<file path="src/rtl/mem_arbiter_pkg.sv">
// Shared types for the unified instruction/data memory arbiter.
// The FSM state and the access owner are visible to the top, the selector and the bench.
package mem_arbiter_pkg;

  typedef enum logic [1:0] {
    IDLE  = 2'd0,
    ISSUE = 2'd1,
    WAIT  = 2'd2,
    RESP  = 2'd3
  } state_t;

  typedef enum logic {
    OWN_IF = 1'b0,
    OWN_DM = 1'b1
  } owner_t;

endpackage

</file>
<file path="src/rtl/mem_arbiter_select.sv">
// Grant selection for the memory arbiter.
// Data has fixed priority until it has won STARVE_LIMIT grants in a row while fetch waited.
module mem_arbiter_select
  import mem_arbiter_pkg::*;
#(
  parameter int STARVE_LIMIT = 4
) (
  input  logic   clk,
  input  logic   rst,
  input  state_t state,
  input  logic   if_req,
  input  logic   dm_req,
  output logic   grant,
  output logic   grant_dm,
  output owner_t owner
);

  localparam int SC_W = $clog2(STARVE_LIMIT + 1);

  logic [SC_W-1:0] starve_cnt;
  logic            starved;

  assign starved  = if_req && (starve_cnt == SC_W'(STARVE_LIMIT));
  assign grant    = (state == IDLE) && (if_req || dm_req);
  assign grant_dm = dm_req && !starved;

  // starve_cnt only advances on a data grant that left fetch waiting;
  // a fetch grant, or a grant with no fetch pending, restarts the count.
  always_ff @(posedge clk or posedge rst) begin
    if (rst) begin
      starve_cnt <= '0;
      owner      <= OWN_IF;
    end else if (grant) begin
      owner <= grant_dm ? OWN_DM : OWN_IF;
      if (grant_dm && if_req) begin
        starve_cnt <= starve_cnt + SC_W'(1);
      end else begin
        starve_cnt <= '0;
      end
    end
  end

endmodule

</file>
<file path="src/rtl/mem_arbiter.sv">
// Shares one single-port multi-cycle memory between instruction fetch and data access.
// One access at a time: IDLE -> ISSUE -> WAIT -> RESP, with a one-cycle done pulse in RESP.
module mem_arbiter
  import mem_arbiter_pkg::*;
#(
  parameter int ADDR_W       = 16,
  parameter int DATA_W       = 16,
  parameter int LATENCY      = 4,
  parameter int STARVE_LIMIT = 4
) (
  input  logic              clk,
  input  logic              rst,
  input  logic              if_req,
  input  logic [ADDR_W-1:0] if_addr,
  output logic              if_done,
  output logic [DATA_W-1:0] if_rdata,
  input  logic              dm_req,
  input  logic              dm_wr,
  input  logic [ADDR_W-1:0] dm_addr,
  input  logic [DATA_W-1:0] dm_wdata,
  output logic              dm_done,
  output logic [DATA_W-1:0] dm_rdata,
  output logic              mem_enable,
  output logic              mem_wr,
  output logic [ADDR_W-1:0] mem_addr,
  output logic [DATA_W-1:0] mem_data_in,
  input  logic [DATA_W-1:0] mem_data_out,
  input  logic              mem_data_valid,
  output state_t            dbg_state
);

  localparam int CNT_W = $clog2(LATENCY + 1);

  state_t           state;
  owner_t           owner;
  logic             grant;
  logic             grant_dm;
  logic             op_wr;
  logic [CNT_W-1:0] cnt;

  assign dbg_state = state;

  mem_arbiter_select #(
    .STARVE_LIMIT(STARVE_LIMIT)
  ) u_select (
    .clk     (clk),
    .rst     (rst),
    .state   (state),
    .if_req  (if_req),
    .dm_req  (dm_req),
    .grant   (grant),
    .grant_dm(grant_dm),
    .owner   (owner)
  );

  // Handshake: if_req/dm_req are levels held with their address/data until the
  // matching done pulse; done is high for exactly the RESP cycle and requests
  // are only sampled in IDLE, so a request still high during RESP is not a new one.
  always_ff @(posedge clk or posedge rst) begin
    if (rst) begin
      state       <= IDLE;
      cnt         <= '0;
      op_wr       <= 1'b0;
      if_done     <= 1'b0;
      dm_done     <= 1'b0;
      mem_enable  <= 1'b0;
      mem_wr      <= 1'b0;
      mem_addr    <= '0;
      mem_data_in <= '0;
      if_rdata    <= '0;
      dm_rdata    <= '0;
    end else begin
      if_done    <= 1'b0;
      dm_done    <= 1'b0;
      mem_enable <= 1'b0;
      mem_wr     <= 1'b0;
      case (state)
        IDLE: begin
          if (grant) begin
            state      <= ISSUE;
            mem_enable <= 1'b1;
            if (grant_dm) begin
              op_wr       <= dm_wr;
              mem_wr      <= dm_wr;
              mem_addr    <= dm_addr;
              mem_data_in <= dm_wdata;
            end else begin
              // Fetch is read-only.
              op_wr    <= 1'b0;
              mem_addr <= if_addr;
            end
          end
        end
        ISSUE: begin
          cnt   <= CNT_W'(LATENCY - 1);
          state <= WAIT;
        end
        WAIT: begin
          if (op_wr) begin
            // Stores occupy the memory for LATENCY cycles; valid is not used.
            if (cnt == '0) begin
              state   <= RESP;
              dm_done <= 1'b1;
            end else begin
              cnt <= cnt - CNT_W'(1);
            end
          end else if (mem_data_valid) begin
            state <= RESP;
            if (owner == OWN_DM) begin
              dm_rdata <= mem_data_out;
              dm_done  <= 1'b1;
            end else begin
              if_rdata <= mem_data_out;
              if_done  <= 1'b1;
            end
          end
        end
        RESP: begin
          state <= IDLE;
        end
        default: begin
          state <= IDLE;
        end
      endcase
    end
  end

endmodule
</file>
<file path="config.mk">
export PLATFORM = sky130hd
export DESIGN_NAME = mem_arbiter
export DESIGN_NICKNAME = d
export VERILOG_FILES = /design/src/rtl/mem_arbiter_pkg.sv /design/src/rtl/mem_arbiter_select.sv /design/src/rtl/mem_arbiter.sv
export SDC_FILE = /design/constraint.sdc
export NUM_CORES = 1
export LEC_CHECK = 0
export CELL_PAD_IN_SITES_DETAIL_PLACEMENT = 1
export CELL_PAD_IN_SITES_GLOBAL_PLACEMENT = 2
export CORE_MARGIN = 2
export CORE_UTILIZATION = 28
export CTS_CLUSTER_DIAMETER = 40
export CTS_CLUSTER_SIZE = 40
export DETAILED_ROUTE_END_ITERATION = 7
export PLACE_DENSITY = 0.95
export SETUP_SLACK_MARGIN = 0.1
export SYNTH_ARGS = -nofsm -noshare
export SYNTH_HDL_FRONTEND = slang
export SYNTH_SLANG_ARGS = --single-unit
</file>
<file path="constraint.sdc">
create_clock -name clk -period 5.15 [get_ports clk]
set_clock_uncertainty 0.1 [all_clocks]
set_input_delay 1.03 -clock clk [delete_from_list [all_inputs] [get_ports clk]]
set_output_delay 1.03 -clock clk [all_outputs]
set_load 0.01 [all_outputs]
</file>
; Yosys cells after proc, flatten, opt, wreduce, memory -nomap -nowiden
; Index checks and enable logic that the tools add are counted.
[classes]
reduce_logical = 15
n_addsub = 2
n_mux = 25
n_bitwise = 2
eq_ne = 9
[ops]
columns = operator, n
row1 = 2-to-1 mux 16 bit, 1
row2 = 2-to-1 mux 1 bit, 15
row3 = 2-to-1 mux 3 bit, 3
row4 = AND reduction 3 bit, 3
row5 = 2-to-1 mux 2 bit, 4
row6 = case mux 2 bit (4 select lines), 1
row7 = AND reduction 4 bit, 2
row8 = "inequality test 2 bit, second input constant", 3
row9 = "inequality test 3 bit, second input constant", 2
row10 = case mux 3 bit (2 select lines), 1
row11 = "== test 2 bit, second input constant", 2
row12 = logical AND 1 bit, 4
row13 = "adder 3 x 1 -> 3 bit, second input constant", 1
row14 = "== test 3 bit, second input constant", 1
row15 = zero test 3 bit, 1
row16 = "subtractor 3 x 1 -> 3 bit, second input constant", 1
row17 = "== test 2 x 1 -> 1 bit, second input constant", 1
row18 = zero test 2 bit, 1
row19 = inverter 1 bit, 2
row20 = AND reduction 2 bit, 1
row21 = nonzero test 2 bit, 1
row22 = zero test 1 bit, 1
row23 = logical OR 1 bit, 1
[totals]
inputBits = 70
register_bits = 78
elab_cells = 66

; Longest topological paths before layout
; Gate-level depths: netlist of run 1.
[logic_depth]
depth_word = 7
depth_mapped = 8
mapped_depth_nobuf = 6

; By module
; Synthesis of run 1 repeated with hierarchy kept, for this count alone.
[hier_totals]
hier_cells = 245
hier_area_um2 = 3362.0
[by_module_without_submodules]
columns = module, cells_per_inst, instances, area_each_um2
row1 = mem_arbiter, 217, 1, 3098.0
row2 = mem_arbiter_select, 28, 1, 264.0

; Least setup slack after synthesis of run 1
; OpenSTA, ideal clock, no wires.
[synth_timing]
path_type = input-to-reg
from = in dm_req
to = reg state[1] (netlist: dbg_state[1])
t_required_ns = 4.925
slack_ns = 2.927
setup_time_ns = 0.125
path_stages = 4
t_arrival_ns = 1.999
cell_sequence = clkbuf_1 -> nor2_1 -> a211oi_1 -> mux2_2
[synth_via]
elab_chain_cells = 4
[synth_rtl]
columns = element, line
row1 = start: declaration, mem_arbiter.sv:17  ; input logic dm_req,
row2 = logical OR 1 bit, mem_arbiter_select.sv:24  ; assign grant = (state == IDLE) && (if_req || dm_req);
row3 = logical AND 1 bit, mem_arbiter_select.sv:24
row4 = inequality test 2 bit (no line), n/a
row5 = AND reduction 3 bit (no line), n/a
row6 = end signal: assignment, mem_arbiter.sv:61  ; state <= IDLE;
row7 = end signal: assignment, mem_arbiter.sv:80  ; state <= ISSUE;
row8 = end signal: assignment, mem_arbiter.sv:96  ; state <= WAIT;
row9 = end: declaration, mem_arbiter.sv:34  ; state_t state;
; No other way between the ends.
; A chain may end at the register's enable or synchronous reset.

; Worst setup path in the final report of run 1
[layout_timing]
from = in if_req
to = reg mem_data_in[15]
[layout_via]
elab_chain_cells = 4
word_cells_on_any_way = 6
classes_between = reduce/logical (6)
[layout_rtl]
columns = element, line
row1 = start: declaration, mem_arbiter.sv:13  ; input logic if_req,
row2 = logical AND 1 bit, mem_arbiter_select.sv:23  ; assign starved = if_req && (starve_cnt == SC_W'(STARVE_LIMIT));
row3 = zero test 1 bit, mem_arbiter_select.sv:25  ; assign grant_dm = dm_req && !starved;
row4 = logical AND 1 bit, mem_arbiter_select.sv:25
row5 = AND reduction 3 bit (no line) (*), n/a
row6 = end signal: assignment, mem_arbiter.sv:86  ; mem_data_in <= dm_wdata;
row7 = end: declaration, mem_arbiter.sv:26  ; output logic [DATA_W-1:0] mem_data_in,
; Mark *: on every way between the ends. The rest lies on a longest branch, timed or not.

==> results of run 1 <==
==> how the worst max path moves through the flow <==
stage | startpoint | end | slack, ns | cells after the start
6_report | if_req | mem_data_in[15] | 2.13 | 4
4_1_cts | if_req | mem_data_in[15] | 2.10 | 4
5_1_grt | if_req | mem_data_in[15] | 1.93 | 4
3_5_place_dp | if_req | mem_data_in[15] | 1.74 | 4
2_1_floorplan | rst | cnt[0] | 2.02 | 1
3_3_place_gp | if_req | mem_data_in[1] | 1.83 | 4
==> metal layers <==
metal / vias to the layer above / track usage, %
met3: 16 / 3.27
met4: 0 / 5.35
met1: 1295 / 18.4
met5: - / 0
li1: 1177 / -
met2: 89 / 23.9
==> cells in the final DEF, fill, tap and decap left out, drive strengths merged, types with 2 or more instances in the layout <==
| cell | n |
|---|---|
| clkinv | 2 |
| nand2 | 37 |
| a32o | 2 |
| nand4 | 17 |
| ha | 7 |
| buf | 3 |
| o211ai | 16 |
| clkinvlp | 4 |
| clkdlybuf4s50 | 139 |
| inv | 13 |
| nand3 | 3 |
| o21ai | 2 |
| clkbuf | 9 |
| dfrtp | 78 |
| o22ai | 2 |
| mux2 | 49 |
==> worst reg2reg max path, stage by stage, from the launching register on <==
cell     delay (ns)
dfrtp_1        0.41
inv_1          0.10
ha_1           0.74
nand3_1        0.84
mux2_2         0.54
==> stage by stage <==
| stage | instance area (um2) | instances | hold slack, ns |
|---|---|---|---|
| finish | 5060 | 540 | 0.398 |
| global route | 5060 | 540 | 0.414 |
| CTS | 5060 | 540 | 0.401 |
| detailed placement | 4780 | 524 | 0.387 |
| global placement | 4780 | 524 | 0.370 |
| floorplan | 3250 | 253 | 0.366 |
==> cell type report <==
| type | count | area (um2) | area share (%) |
|---|---|---|---|
| clock buffers | 9 | 225 | 4.45 |
| clock inverters | 7 | 56.3 | 1.11 |
| repair buffers | 142 | 1410 | 27.9 |
| well taps | 143 | 179 | 3.54 |
| inverters | 12 | 46.3 | 0.915 |
| multi-input cells | 149 | 1190 | 23.4 |
| flip-flops and latches | 78 | 1950 | 38.6 |
==> flip-flops by register name, indices dropped and copies added, names as in the netlist, 2 cells and up <==
signal and cells:
mem_data_in 16, mem_addr 16, if_rdata 16, dm_rdata 16
cnt 3, u_select.starve_cnt 3, dbg_state 2
==> report_power, final <==
group	total (mW)	internal [mW]	switching [mW]	leakage, nW
registers	1.07	0.908	0.166	0.947
logic	1.33	0.781	0.553	1.03
clock network	0.597	0.331	0.266	0.125
total	3.01	2.02	0.985	2.10
==> cell families after synthesis <==
logic type | after synthesis | synth area share, %
simple gates | 65 | 10.4
mux | 50 | 17.3
fa+ha+maj | 7 | 2.70
compound gates | 27 | 6.16
buf+inv | 26 | 3.43
flops | 78 | 60.1
==> results_dict.tcl, run 1 <==
set metrics [dict create \
    run_status "completed" \
    finalPower_mw 3.01 \
    syn_inst 253 \
    setup.reg_to_reg.worst_slack_ns 2.29 \
    worst_setup_hold_path_clk_slew_ns 0.07 \
    tritoncts "done" \
    worstReg2RegEnd "mem_data_in[15]" \
    cts_max_path_buffers 2 \
    setup_ws_pre_cts_ns 1.74 \
    floorplan.die.width_um 112 \
    cts_hold_buffers 0 \
    min_path_type "flop to flop" \
    initial_antenna_violation_count 0 \
    grt_overflow 0 \
    worst_slack_ns 2.13 \
    timing.max_cap.violations 0 \
    synth.most_common_cell "dfrtp_1" \
    regToRegStartpoint "dbg_state[0]" \
    ys.warnings.count 0 \
    transition_time_of_the_tightest_slew_check_pin_ns 1.12 \
    total_core_area_mm2 0.0114 \
    filler_cell_count 1226 \
    power.leakage_nw 2.10 \
    timing.setup.tns_ns 0 \
    synth_area_per_cell_um2 12.8 \
    layout-area-overhead-vs-synth_pct 55.7 \
    post-cts-setup-buffer-count 0 \
    power_per_cell_area_mw_per_mm2 594 \
    die_h_um 112 \
    detail_route.vias_per_cell 4.77 \
    setup-violations-final 0 \
    routed-via-count 2577 \
    grt_setup_unrepaired "false" \
    synth.yosys.seq_area_share_pct 60.1 \
    cp.required_ns 5.26 \
    startpoint_type "input pin" \
    crit_path_cell_trace "clkdlybuf4s50_1, nand3_2, nand3_1, mux2_2" \
    syn-num-nets 330 \
    detailed_route_wirelength_on_metal3_um 496 \
    met1Wirelength_um 3860 \
    drc_errors 0 \
    finalCritPeriodShare_pct 58.7 \
    design.final.nets 469 \
    yosys_register_bits 78 \
    via_count_of_the_first_global_routing_pass 2815 \
    detailedPlacementHpwl_um 6420 \
    reg2regPathDepth 4 \
    h-tree-depth 3 \
    synth_async_sr_flop_share_pct 100 \
    synthDominantAreaCellType "dfrtp_1" \
    syn_area_mm2 0.00325 \
    post_synth_main_area_contributors "dfrtp_1 60%, mux2_2 14%, nand2_1 4.3%" \
    first_iter_violations 55 \
    cp_slowest_stage_delay_ns 0.74 \
    wire_length_of_the_first_global_routing_pass_um 14600 \
    ys.flop_type "dfrtp_1" \
    hold_end "if_rdata[3]" \
    worst_path_max_delay_cell "nand3_1" \
    totalWireLength_um 8860 \
    path_class "input pin to flop" \
    cts_inserted_buffers 9 \
    hold_violations 0 \
    grt_usage_pct 14.4 \
    synth_cell_type_count 33 \
    ioPinCount 140 \
    insertedDiodeCount 0 \
    routed_wire_length_per_instance_um 16.4 \
    peakVddDrop_mv 0.204 \
    maxSlewHeadroom_pct 25.1 \
    whs_path_depth 1 \
    final_core_density_pct 44.5 \
    drtAntennaViolNets 0 \
    synth-edff-count 0 \
    setup.worst_path.end_class "flop" \
    final_weighted_congestion_in_routability_driven_placement 0.781 \
    core.rowCount 39 \
    worstPathArrival_ns 3.13 \
    post_synth_most_frequent_cells "78 x dfrtp_1, 40 x mux2_2, 37 x nand2_1" \
    post_route_cells_drive_above_1_share_pct 15.9 \
    path_buf_inv 1 \
    die_area_mm2 0.0125 \
    pin_count_of_the_biggest_net_entering_global_routing 54 \
    synth_top_area_share_pct 60.1 \
    max_freq_mhz 331 \
    cts_resized 0 \
    clock_tree.root_cell "clkbuf_16" \
    cts_sinks 78 \
    initial_core_util_pct 28.6 \
    insertion_delay_ns 0.33 \
    wl_met2_um 4340 \
    layout_min_cycle_time_ns 3.02 \
    drtPass1Iterations 4 \
    timing_max_transition_violations_final 0 \
    critical_path.top_delay_family "simple AND/OR/NAND/NOR gates" \
    io_buffers 139 \
    worstHoldStart "if_rdata[3]" \
    highest_metal_layer_with_signal_wires "met4" \
    crit_fanout 19 \
]
(Power assumes the default switching activity.)
==> run 2: changes to the inputs <==
--- a/config.mk
+++ b/config.mk
@@ -8,11 +8,11 @@
 export CELL_PAD_IN_SITES_DETAIL_PLACEMENT = 1
 export CELL_PAD_IN_SITES_GLOBAL_PLACEMENT = 2
 export CORE_MARGIN = 2
-export CORE_UTILIZATION = 28
+export CORE_UTILIZATION = 26
 export CTS_CLUSTER_DIAMETER = 40
 export CTS_CLUSTER_SIZE = 40
 export DETAILED_ROUTE_END_ITERATION = 7
-export PLACE_DENSITY = 0.95
+export PLACE_DENSITY = 0.9
 export SETUP_SLACK_MARGIN = 0.1
 export SYNTH_ARGS = -nofsm -noshare
 export SYNTH_HDL_FRONTEND = slang
==> constraint.sdc (replaced) <==
create_clock -name clk -period 2.8 [get_ports clk]
set_clock_uncertainty 0.1 [all_clocks]
set_input_delay 0.56 -clock clk [delete_from_list [all_inputs] [get_ports clk]]
set_output_delay 0.56 -clock clk [all_outputs]
set_load 0.01 [all_outputs]
==> results_dict.tcl, run 2 (synthesis gave the netlist of run 1 again) <==
set metrics [dict create \
    routed_wire_length_per_instance_um 15.4 \
    ioPinCount 140 \
    power_dissipated_by_switching_net_loads_mw 1.78 \
    timing_max_transition_violations_final 0 \
    timing.setup.tns_ns 0 \
    routed-via-count 2545 \
    floorplan.die.width_um 116 \
    grt_usage_pct 13.5 \
    transition_time_of_the_tightest_slew_check_pin_ns 0.677 \
    run_status "completed" \
    power.leakage_nw 2.15 \
    grt_setup_unrepaired "false" \
    final_cells 570 \
    met1Wirelength_um 3660 \
    final_weighted_congestion_in_routability_driven_placement 0.746 \
    cellInternalPower_mw 3.75 \
    layout.cells.most_common_list "139 x clkdlybuf4s50_1, 78 x dfrtp_1, 40 x mux2_2" \
    cts_hold_buffers 0 \
    core.rowCount 40 \
    cts_inserted_buffers 9 \
    comb_power_share_pct 44.6 \
    power.share.sequential_pct 35.6 \
    hold_violations 0 \
    total_core_area_mm2 0.0121 \
    detailedPlacementHpwl_um 6380 \
    post-cts-setup-buffer-count 0 \
    highest_metal_layer_with_signal_wires "met4" \
    maxSlewHeadroom_pct 54.9 \
    die_h_um 116 \
    dp.cells 554 \
    drtPass1Iterations 4 \
    via_count_of_the_first_global_routing_pass 2783 \
    totalWireLength_um 8780 \
    setup-violations-final 0 \
    cp.required_ns 2.89 \
    finalCritPeriodShare_pct 75.1 \
    startpoint_type "flop" \
    layout-area-overhead-vs-synth_pct 58.3 \
    finalPower_mw 5.53 \
    crit_fanout 18 \
    worstReg2RegEnd "mem_addr[2]" \
    regArea_mm2 0.00195 \
    cts_sinks 78 \
    filler_cell_count 1335 \
    min_path_type "flop to flop" \
    pin_count_of_the_biggest_net_entering_global_routing 79 \
    whs_path_depth 1 \
    worstPathArrival_ns 2.19 \
    cts_resized 0 \
    final_core_density_pct 42.5 \
    power_frac_clock_pct 19.8 \
    post_route_cells_drive_above_1_share_pct 16.9 \
    die_area_mm2 0.0134 \
    setup.worst_path.end_class "flop" \
    grt_overflow 0 \
    insertion_delay_ns 0.33 \
    initial_core_util_pct 26.8 \
    regToRegStartpoint "dbg_state[0]" \
    detailed_route_wirelength_on_metal3_um 592 \
    power.share.switching_pct 32.1 \
    power_per_cell_area_mw_per_mm2 1080 \
    drc_errors 0 \
    finish.instance_area_mm2 0.00514 \
    setup_ws_pre_cts_ns 0.396 \
    first_iter_violations 68 \
    peakVddDrop_mv 0.414 \
    max_freq_mhz 476 \
    placed_area_mm2 0.00486 \
    insertedDiodeCount 0 \
    h-tree-depth 3 \
    leading_cell_type_in_the_layout_fill_and_taps_excluded "clkdlybuf4s50_1" \
    worst_setup_hold_path_clk_slew_ns 0.06 \
    detail_route.vias_per_cell 4.46 \
    timing.max_cap.violations 0 \
    io_buffers 139 \
    path_class "flop to flop" \
    setup.reg_to_reg.worst_slack_ns 0.70 \
    reg2regPathDepth 6 \
    endpoint "mem_addr[2]" \
    cts_max_path_buffers 2 \
    clock_tree.root_cell "clkbuf_16" \
    worst_slack_ns 0.698 \
    drtAntennaViolNets 0 \
    tritoncts "done" \
    design.final.nets 474 \
    initial_antenna_violation_count 0 \
    cp-startpoint "dbg_state[0]" \
    wire_length_of_the_first_global_routing_pass_um 14000 \
    multi_input_comb_area_mm2 0.00119 \
    layout_min_cycle_time_ns 2.10 \
    final.hold.worst_slack_ns 0.386 \
    wl_met2_um 4350 \
]
-- run 2: changes by cell type in the layout (fill, tap and decap cells not counted) --
cell        previous run  this run
buf_12                 0         1
buf_4                  3         7
clkbuf_8               0         1
clkinv_2               1         3
clkinv_4               0         3
clkinvlp_4             4         0
inv_6                  3         1
-- run 2: worst min path at each step --
stage	startpoint	endpoint	slack, ns
2_1_floorplan	cnt[2]	cnt[2]	0.37
3_3_place_gp	if_rdata[0]	if_rdata[0]	0.37
3_5_place_dp	if_rdata[0]	if_rdata[0]	0.38
4_1_cts	if_rdata[0]	if_rdata[0]	0.39
5_1_grt	if_rdata[0]	if_rdata[0]	0.40
6_report	if_rdata[1]	if_rdata[1]	0.39
-- run 2: layout make-up --
| class | instances | share of cell area (%) |
|---|---|---|
| repair buffers | 147 | 28.5 |
| well taps | 168 | 4.09 |
| inverters | 12 | 0.900 |
| flip-flops and latches | 78 | 38.0 |
| clock buffers | 10 | 4.65 |
| clock inverters | 6 | 0.876 |
| multi-input cells | 149 | 23.1 |
-- run 2: power by group through the flow --
stage	sequential (mW)	clock [mW]	combinational (mW)
final	1.97	1.10	2.47
after global routing	2.04	1.19	2.68
after global placement	1.96	0	2.44
after floorplan	2.19	0	0.915
after detailed placement	1.99	0	2.52
after CTS	1.98	1.14	2.52
-- run 2: per-layer routing --
metal | global-route usage, % | up-vias
li1 | - | 1191
met5 | 0 | -
met3 | 4.34 | 16
met1 | 15.5 | 1239
met4 | 4.84 | 0
met2 | 23.5 | 99
-- run 2: worst max-delay path: stages (launching register included) --
cell      delay [ns]
dfrtp_1         0.39
inv_1           0.08
ha_1            0.38
o21ai_1         0.20
clkinv_1        0.47
nand2_1         0.23
o211ai_1        0.10
==> run 3: changes to the inputs <==
--- a/config.mk
+++ b/config.mk
@@ -8,11 +8,11 @@
 export CELL_PAD_IN_SITES_DETAIL_PLACEMENT = 1
 export CELL_PAD_IN_SITES_GLOBAL_PLACEMENT = 2
 export CORE_MARGIN = 2
-export CORE_UTILIZATION = 26
+export CORE_UTILIZATION = 24
 export CTS_CLUSTER_DIAMETER = 40
 export CTS_CLUSTER_SIZE = 40
 export DETAILED_ROUTE_END_ITERATION = 7
-export PLACE_DENSITY = 0.9
+export PLACE_DENSITY = 0.88
 export SETUP_SLACK_MARGIN = 0.1
 export SYNTH_ARGS = -nofsm -noshare
 export SYNTH_HDL_FRONTEND = slang
==> constraint.sdc (replaced) <==
create_clock -name clk -period 1.8 [get_ports clk]
set_clock_uncertainty 0.1 [all_clocks]
set_input_delay 0.36 -clock clk [delete_from_list [all_inputs] [get_ports clk]]
set_output_delay 0.36 -clock clk [all_outputs]
set_load 0.01 [all_outputs]
==> results_dict.tcl, run 3 (synthesis gave the netlist of run 1 again) <==
set metrics [dict create \
    run_status "completed" \
    cp_slowest_stage_delay_ns 0.43 \
    die_h_um 120 \
    grt_usage_pct 14.2 \
    hold_violations 0 \
    floorplan.die.width_um 120 \
    worst_path_max_delay_cell "dfrtp_2" \
    peakVddDrop_mv 0.681 \
    cts_inserted_buffers 9 \
    setup-violations-final 0 \
    finalCritPeriodShare_pct 96.7 \
    grt_setup_unrepaired "true" \
    drtAntennaViolNets 0 \
    max_freq_mhz 574 \
    total_core_area_mm2 0.0132 \
    timing_max_transition_violations_final 0 \
    die_area_mm2 0.0145 \
    startpoint_type "flop" \
    maxSlewHeadroom_pct 71.2 \
    drtPass1Iterations 4 \
    worstPathArrival_ns 1.86 \
    initial_antenna_violation_count 0 \
    setup.reg_to_reg.worst_slack_ns 0.06 \
    layout-area-overhead-vs-synth_pct 68.0 \
    routed-via-count 2663 \
    power.leakage_nw 2.54 \
    crit_path_cell_trace "ha_4, buf_6, and3b_2, a211oi_4, mux2_4" \
    design.final.nets 491 \
    layout.cells.most_common_list "77 x dfrtp_1, 71 x clkdlybuf4s50_1, 54 x dlygate4sd2_1" \
    timing.setup.tns_ns 0 \
    core.rowCount 42 \
    grt_overflow 0 \
    wire_length_of_the_first_global_routing_pass_um 15700 \
    h-tree-depth 3 \
    final_cells 594 \
    io_buffers 139 \
    ioPinCount 140 \
    clock_tree.root_cell "clkbuf_16" \
    pin_count_of_the_biggest_net_entering_global_routing 79 \
    drc_errors 0 \
    cp.required_ns 1.92 \
    post_route_cells_drive_above_1_share_pct 25.4 \
    first_iter_violations 106 \
    cts_max_path_buffers 2 \
    initial_core_util_pct 24.5 \
    insertedDiodeCount 0 \
    path_class "flop to flop" \
    reg2regPathDepth 5 \
    final_weighted_congestion_in_routability_driven_placement 0.769 \
    worstReg2RegEnd "dbg_state[1]" \
    insertion_delay_ns 0.34 \
    regToRegStartpoint "dbg_state[1]" \
    via_count_of_the_first_global_routing_pass 3010 \
    layout_min_cycle_time_ns 1.74 \
    routed_wire_length_per_instance_um 17.0 \
    setup.worst_path.end_class "flop" \
    dp.cells 573 \
    min_path_type "input pin to async pin" \
    tritoncts "done" \
    detailedPlacementHpwl_um 7080 \
    final_core_density_pct 41.2 \
    power_per_cell_area_mw_per_mm2 1650 \
    worst_setup_hold_path_clk_slew_ns 0.06 \
    cts_sinks 78 \
    detail_route.vias_per_cell 4.48 \
    crit_fanout 4 \
    totalWireLength_um 10100 \
    timing.max_cap.violations 0 \
    leading_cell_type_in_the_layout_fill_and_taps_excluded "dfrtp_1" \
    transition_time_of_the_tightest_slew_check_pin_ns 0.432 \
]
==> run 3: area by class of cell <==
| type | instances | area, um2 |
|---|---|---|
| clock buffer | 10 | 239 |
| clock inverter | 5 | 83.8 |
| fill | 1422 | 7780 |
| inverter | 12 | 53.8 |
| multi-input combinational | 149 | 1300 |
| sequential | 78 | 1950 |
| tap | 176 | 220 |
| timing repair buffer | 164 | 1610 |
==> run 3: how the worst max path moves through the flow <==
stage / to / slack, ns / cells after the start / startpoint
final: dbg_state[1] / 0.06 / 5 / dbg_state[1]
after global routing: if_rdata[8] / -0.007 / 6 / dbg_state[0]
after CTS: dbg_state[1] / 0.04 / 6 / cnt[0]
after detailed placement: mem_addr[3] / -0.20 / 6 / if_req
after global placement: mem_addr[6] / -0.1 / 6 / dm_req
after floorplan: if_rdata[0] / -0.14 / 6 / dbg_state[0]
==> run 3: where the power goes <==
part	switching, mW	internal (mW)	leakage (nW)
Combinational	1.79	2.17	1.45
Clock	0.725	1.25	0.151
Sequential	0.462	2.60	0.946
Total	2.98	6.02	2.54
==> run 3: repair_timing <==
action,4_1_cts,5_1_grt
hold buffers,0,0
gates resized for setup,63,34
endpoints found under the setup margin,77,41
pin swaps,0,3
setup buffers,2,4
==> run 3: per-stage QoR <==
stage / hold WS (ns) / setup WS, ns / area (um2) / power (mW)
2_1_floorplan: 0.366 / -0.135 / 3280 / 4.85
3_3_place_gp: 0.370 / -0.0988 / 5010 / 7.03
3_5_place_dp: 0.378 / -0.204 / 5010 / 7.23
4_1_cts: 0.392 / 0.0444 / 5310 / 8.92
5_1_grt: 0.412 / -0.00656 / 5460 / 9.60
6_report: 0.374 / 0.0589 / 5460 / 9.00
==> run 3: metal layers <==
metal / track usage, % / wire length (um) / vias up
met2: 25.8 / 5410 / 71
met4: 5.52 / 210 / 0
met5: 0 / 0 / -
met3: 3.54 / 376 / 16
met1: 15.8 / 4110 / 1357
li1: - / - / 1219
==> run 3: critical path, delay by kind of cell, from the launching register on <==
kind / cells / cell delay, ns
flops: 1 / 0.43
mux: 1 / 0.33
buf+inv: 1 / 0.12
compound gates: 1 / 0.25
simple gates: 1 / 0.22
fa+ha+maj: 1 / 0.18
